**config.mk**
```make
export PLATFORM = sky130hd
export DESIGN_NAME = fpga_test_runner
export DESIGN_NICKNAME = d
export VERILOG_FILES = /design/src/rtl/fpga_test_runner.sv
export SDC_FILE = /design/constraint.sdc
export NUM_CORES = 2
export LEC_CHECK = 0
export BUFFER_PORTS_ARGS = -buffer_cell sky130_fd_sc_hd__buf_2
export CORE_ASPECT_RATIO = 0.7
export CORE_MARGIN = 8
export CORE_UTILIZATION = 41
export DETAILED_ROUTE_END_ITERATION = 16
export SYNTH_ARGS = -nofsm -noshare
export SYNTH_HDL_FRONTEND = slang
export SYNTH_SLANG_ARGS = --single-unit
```
**constraint.sdc**
```tcl
create_clock -name clock_i -period 4.9 [get_ports clock_i]
set_input_delay 0.49 -clock clock_i [delete_from_list [all_inputs] [get_ports clock_i]]
set_output_delay 0.49 -clock clock_i [all_outputs]
set_load 0.02 [all_outputs]
```
**src/rtl/fpga_test_runner.sv**
```systemverilog
// fpga_test_runner: loadable-program self-check harness that runs a program, streams OUT values
// and compares them with an expected list. Define FPGA_TEST_TIMEOUT_EN to bound a run at NSteps.
module fpga_test_runner #(
   parameter  int MemoryElementWidth = 12,
   parameter  int NLocal = 16,
   parameter  int NProg = 32,
   parameter  int NOut = 8,
   parameter  int NExp = 8,
   parameter  int NSteps = 1000,
   localparam int MW = MemoryElementWidth,
   localparam int LA = $clog2(NLocal),
   localparam int PA = $clog2(NProg),
   localparam int IW = 3 + LA + 2 * MW
) (
   input  logic          clock_i,
   input  logic          reset_ni,
   input  logic          run_i,
   input  logic          load_valid_i,
   output logic          load_ready_o,
   input  logic          load_exp_i,
   input  logic [PA-1:0] load_addr_i,
   input  logic [IW-1:0] load_data_i,
   output logic          out_valid_o,
   output logic [MW-1:0] out_data_o,
   output logic          finished_o,
   output logic          success_o,
   output logic [PA-1:0] fail_index_o,
   output logic [31:0]   steps_o
);
   localparam int OA = NOut > 1 ? $clog2(NOut) : 1;
   localparam int KA = NExp > 1 ? $clog2(NExp) : 1;
`ifdef FPGA_TEST_TIMEOUT_EN
   localparam bit TimeoutEn = 1'b1;
`else
   localparam bit TimeoutEn = 1'b0;
`endif
   localparam logic [2:0] OP_ADD = 3'd1, OP_ADDL = 3'd2, OP_OUT = 3'd3, OP_JMP = 3'd4;

   typedef enum logic [1:0] {IDLE, EXEC, CHECK, DONE} state_e;

   logic [IW-1:0] prog_q    [NProg];
   logic [MW-1:0] exp_q     [2**KA];
   logic [MW-1:0] loc_q     [NLocal];
   logic [MW-1:0] out_mem_q [2**OA];

   state_e        state_q;
   logic          run_q, bad_q, finished_q, success_q, out_valid_q;
   logic [PA-1:0] ip_q, out_cnt_q, fail_q;
   logic [OA-1:0] out_pos_q;
   logic [KA-1:0] k_q;
   logic [31:0]   steps_q;
   logic [MW-1:0] out_data_q;

   logic [IW-1:0] instr;
   logic [2:0]    op;
   logic [LA-1:0] dst;
   logic [MW-1:0] a, b, src_val;
   logic          load_en, timeout, exec, halt, cnt_bad, mismatch;

   always_comb begin
      instr    = prog_q[ip_q];
      op       = instr[IW-1 -: 3];
      dst      = instr[2*MW +: LA];
      a        = instr[MW +: MW];
      b        = instr[MW-1:0];
      src_val  = loc_q[dst];
      load_en  = load_valid_i && state_q == IDLE;
      timeout  = TimeoutEn && steps_q == 32'(NSteps);
      exec     = state_q == EXEC && !timeout;
      halt     = !(op inside {OP_ADD, OP_ADDL, OP_OUT, OP_JMP});
      cnt_bad  = int'(out_cnt_q) != NExp || int'(out_cnt_q) > NOut;
      mismatch = out_mem_q[OA'(k_q)] != exp_q[k_q];
   end

   // Memories keep their contents across reset; the local file is read combinationally so
   // an ADDL sees a value written by the instruction just before it.
   always_ff @(posedge clock_i) begin
      if (load_en && !load_exp_i) prog_q[load_addr_i] <= load_data_i;
      if (load_en && load_exp_i && int'(load_addr_i) < NExp) exp_q[KA'(load_addr_i)] <= load_data_i[MW-1:0];
      if (exec && (op == OP_ADD || op == OP_ADDL)) loc_q[dst] <= (op == OP_ADD ? a : loc_q[a[LA-1:0]]) + b;
      if (exec && op == OP_OUT) out_mem_q[out_pos_q] <= src_val;
   end

   always_ff @(posedge clock_i or negedge reset_ni) begin
      if (!reset_ni) begin
         state_q     <= IDLE;
         run_q       <= 1'b0;
         ip_q        <= '0;
         steps_q     <= '0;
         out_pos_q   <= '0;
         out_cnt_q   <= '0;
         k_q         <= '0;
         bad_q       <= 1'b0;
         fail_q      <= '0;
         finished_q  <= 1'b0;
         success_q   <= 1'b0;
         out_valid_q <= 1'b0;
         out_data_q  <= '0;
      end else begin
         run_q       <= run_i;
         out_valid_q <= 1'b0;
         case (state_q)
            IDLE: if (run_i && !run_q) begin
               state_q   <= EXEC;
               ip_q      <= '0;
               steps_q   <= '0;
               out_pos_q <= '0;
               out_cnt_q <= '0;
               k_q       <= '0;
               bad_q     <= 1'b0;
               fail_q    <= '0;
            end
            EXEC: if (timeout) begin
               state_q    <= DONE;
               finished_q <= 1'b1;
               success_q  <= 1'b0;
               fail_q     <= {{(PA-1){1'b1}}, 1'b0};
            end else begin
               steps_q <= steps_q + 32'd1;
               if (op == OP_OUT) begin
                  out_valid_q <= 1'b1;
                  out_data_q  <= src_val;
                  out_pos_q   <= int'(out_pos_q) == NOut - 1 ? '0 : out_pos_q + OA'(1);
                  out_cnt_q   <= out_cnt_q == '1 ? out_cnt_q : out_cnt_q + PA'(1);
               end
               if (op == OP_JMP) ip_q <= a[PA-1:0];
               else if (halt || int'(ip_q) == NProg - 1) state_q <= CHECK;
               else ip_q <= ip_q + PA'(1);
            end
            CHECK: if (cnt_bad) begin
               state_q    <= DONE;
               finished_q <= 1'b1;
               success_q  <= 1'b0;
               fail_q     <= '1;
            end else begin
               k_q   <= k_q + KA'(1);
               bad_q <= bad_q || mismatch;
               if (mismatch && !bad_q) fail_q <= PA'(k_q);
               if (int'(k_q) == NExp - 1) begin
                  state_q    <= DONE;
                  finished_q <= 1'b1;
                  success_q  <= !(bad_q || mismatch);
               end
            end
            DONE: if (!run_i) begin
               state_q    <= IDLE;
               finished_q <= 1'b0;
               success_q  <= 1'b0;
            end
         endcase
      end
   end

   assign load_ready_o = state_q == IDLE;
   assign out_valid_o  = out_valid_q;
   assign out_data_o   = out_data_q;
   assign finished_o   = finished_q;
   assign success_o    = success_q;
   assign fail_index_o = fail_q;
   assign steps_o      = steps_q;
endmodule

```
==> run_results.csv <==
group,metric,value,unit
route,drt-wirelength-per-cell,28.7,um
hold_path,min_path_cells,1,
synthesis,avgSynthCellArea,19.1,sq um
die,design.die.area,0.155,sq mm
route,via_per_inst,5.79,
outcome,run_status,"finished with violations",
synthesis,synth_edf_count,1376,
pwr,p_leak,0.0222,uW
sta,rsz0062_at_grt,"yes",
worst_setup_path,rr_worst_depth,21,
clocking,cts_sinks,1447,
global_route,grt_remaining_overflow,0,
clocking,htree_num_levels,4,
outcome,failed_checks,"setup timing",
die,core-area,0.142,sq mm
synthesis,netlist_area,0.0586,sq mm
synthesis,synthFlopType,"edfxtp_1",
worst_setup_path,cp_data_arrival_time,5570,ps
run,maxCapViolCount,0,
hold_path,hold_end,"prog_q[4][29]$_DFFE_PP_",
layout,register_area,0.0431,sq mm
global_route,grt_max_degree,87,
route,met3_length,14400,um
sta,fin_setup_tns,-6310,ps
route,highest_layer,"met5",
sta,finClkSkew,36.6,ps
route,routed_wl,155000,um
worst_setup_path,crit_path_cell_trace,"mux4_2 -> mux4_2 -> mux2i_4 -> buf_12 -> buf_16 -> buf_8 -> mux2_2 -> nand2_1 -> o21ai_1 -> a22oi_2 -> a31oi_4 -> ha_4 -> a21boi_1 -> o21a_1 -> o21a_1 -> o21ai_2 -> nand2b_1 -> a21o_1 -> a21oi_4 -> xnor2_4 -> buf_12",
worst_setup_path,critPathLaunchType,"flip-flop",
route,wl_met2,67400,um
layout,nNetsFinal,3477,
layout,multi_input_area,0.0153,sq mm
hold_path,hp-start,"load_data_i[29]",
sta,timing.fmax,0.197,GHz
placement,dp_hpwl,89400,um
die,fp-row-count,116,
clocking,cts-root-buf,"clkbuf_16",
synthesis,async_flop_share,4.91,%
worst_setup_path,path_delay_family,"compound AO/OA/AOI/OAI gates",
layout,area_delta_synth_final,17.3,%
synthesis,syn_inst,3063,
placement,routabilityCongestion,0.837,
worst_setup_path,r2r-start,"ip_q[0]$_DFFE_PN0P_",
synthesis,seq_area_frac_synth,73.6,%
clocking,clock_latency,770,ps
hold_path,min_path_type,"in2reg",
worst_setup_path,worstPathRequired,5390,ps
synthesis,yosysTopAreaCell,"edfxtp_1",
clocking,cts_tree,"yes",
pwr,ir_worst_vdd,0.000873,V
layout,layout-drive-gt1-share,31.2,%
route,via_count,31302,
clocking,cts_inserted_buffers,137,
route,firstDrtPassIters,5,
layout,n_fill_cell,11556,
sta,final.setup.worst_slack,-179,ps
worst_setup_path,crit_fanout,16,
route,drtAntennaViolNets,0,
synthesis,ys_top_cells_by_area,"edfxtp_1 (71%), mux4_2 (13%), dfrtp_1 (3.0%)",
layout,fin_util,48.3,%
global_route,grt_pass1_wl,222000,um
die,die_x,468,um
worst_setup_path,r2r_setup_slack,-180,ps
global_route,grt.total_usage,19.6,%
synthesis,synth_nets,3131,
pwr,powerDensity,683,mW/mm^2
die,num_io_pins,94,
worst_setup_path,rr_endpoint,"loc_q[5][10]$_DFFE_PP_",
worst_setup_path,cp_slowest_cell,"mux4_2",
sta,maxSlewViolCount,0,
pwr,totalPowerFinal,47000,uW
die,die_h,332,um
clocking,clk_pin_slew_worst_paths,60,ps
sta,period_needed,5080,ps
sta,slew_headroom,25.7,%
synthesis,yosysWarningCount,0,
placement,portBuffers,93,
route,met1_length,70400,um
worst_setup_path,path_buf_inv,4,
sta,min_period_over_period,104,%
global_route,grt_pass1_vias,30274,
sta,hold_viol_final,0,
global_route,grt_antenna_before_repair,9,
route,drc,0,
route,drt_iter0_drc,3888,
layout,layout_common_cells,"edfxtp_1 (1376), mux4_2 (339), nand2_1 (266)",
worst_setup_path,end_kind,"flip-flop",
synthesis,ys_seq_elements,1447,
synthesis,synth.distinct_cells,62,
sta,setup_viol,48,
clocking,clk_path_buf_depth,3,
layout,mostFrequentLayoutCell,"edfxtp_1",
sta,worst_slew_pin_slew,1110,ps
worst_setup_path,cpPeakStageDelay,520,ps
die,start_util,41.1,%
synthesis,synthDominantCellAreaShare,70.5,%
worst_setup_path,criticalPathCategory,"reg2reg",
## registers in the layout (all words and copies together), names as in the netlist
register and count:
prog_q 992, loc_q 192, exp_q 96, out_mem_q 96
steps_o 32, out_data_o 12, ip_q 5, out_cnt_q 5
fail_index_o 4, k_q 3, out_pos_q 3, state_q 2
bad_q 1, finished_o 1, out_valid_o 1, run_q 1
success_o 1
## metrics by stage
step | setup slack (ps) | hold slack, ps | instances | instance area [sq um]
global placement | -584 | 463 | 5111 | 63200
detailed placement | -616 | 484 | 5111 | 63200
global route | -365 | 221 | 5407 | 68700
floorplan | -2.64 | 194 | 3063 | 58800
CTS | -190 | 162 | 5398 | 68400
finish | -179 | 218 | 5409 | 68700
## Yosys cell counts (6+ instances only)
| master | n |
|---|---|
| a211oi_1 | 10 |
| a21oi_1 | 29 |
| a22oi_1 | 36 |
| a31oi_1 | 12 |
| a32oi_1 | 13 |
| and3_1 | 10 |
| buf_1 | 9 |
| buf_2 | 61 |
| buf_4 | 15 |
| buf_6 | 11 |
| clkbuf_1 | 71 |
| dfrtp_1 | 71 |
| edfxtp_1 | 1376 |
| ha_1 | 26 |
| inv_1 | 19 |
| mux2_2 | 70 |
| mux2i_1 | 107 |
| mux4_2 | 339 |
| nand2_1 | 270 |
| nand2b_1 | 9 |
| nand3_1 | 96 |
| nand3b_1 | 6 |
| nand4_1 | 33 |
| nor2_1 | 107 |
| nor2b_1 | 18 |
| nor3_1 | 17 |
| nor4_1 | 9 |
| o211ai_1 | 9 |
| o21ai_0 | 68 |
| o21ai_1 | 19 |
| or3_1 | 8 |
| xnor2_1 | 21 |
| xor2_1 | 35 |
## worst max-delay path by stage
stage,cells past startpoint,startpoint,slack (ps),end
detailed placement,21,ip_q[0]$_DFFE_PN0P_,-620,loc_q[10][11]$_DFFE_PP_
global route,24,ip_q[0]$_DFFE_PN0P_,-370,loc_q[5][10]$_DFFE_PP_
finish,21,ip_q[0]$_DFFE_PN0P_,-180,loc_q[5][10]$_DFFE_PP_
floorplan,24,ip_q[0]$_DFFE_PN0P_,-3,loc_q[0][10]$_DFFE_PP_
global placement,21,ip_q[0]$_DFFE_PN0P_,-580,loc_q[13][11]$_DFFE_PP_
CTS,25,ip_q[0]$_DFFE_PN0P_,-190,loc_q[6][10]$_DFFE_PP_
## power breakdown
| part | internal (uW) | switching, uW | total, uW |
|---|---|---|---|
| logic | 8080 | 11300 | 19400 |
| registers | 16900 | 243 | 17200 |
| clock network | 5790 | 4650 | 10400 |
## area by class of cell
type | count | area share [%]
well taps | 1888 | 3.44
inverters | 20 | 0.109
multi-input cells | 1429 | 22.3
diodes | 2 | 0.00728
repair buffers | 374 | 5.05
flip-flops and latches | 1447 | 62.7
clock buffers | 167 | 5.32
clock inverters | 82 | 1.05
## kinds of logic (layout without fill, tap and decap cells)
kind of cell / Yosys count / count (layout) / share of synthesized area [%]
simple gates: 602 / 602 / 4.67
mux: 522 / 522 / 16.4
flops: 1447 / 1447 / 73.6
xor+xnor: 56 / 57 / 0.837
buf+inv: 188 / 643 / 1.57
fa+ha+maj: 27 / 27 / 0.590
other cells: 0 / 2 / 0
compound gates: 221 / 221 / 2.38
## what timing repair did
item	CTS	global route
setup buffers	31	11
endpoints found under the hold margin	72	0
hold buffers	2	0
setup endpoints to repair	190	258
gates cloned	8	2
pin swaps	37	44
gates resized for setup	69	52
## layer usage
metal,track usage [%],vias up
met2,27.8,1338
met1,30.3,16668
met4,4.77,4
met5,0,-
li1,-,13112
met3,4.87,180
Note: power is estimated with default switching activity, not from simulation.
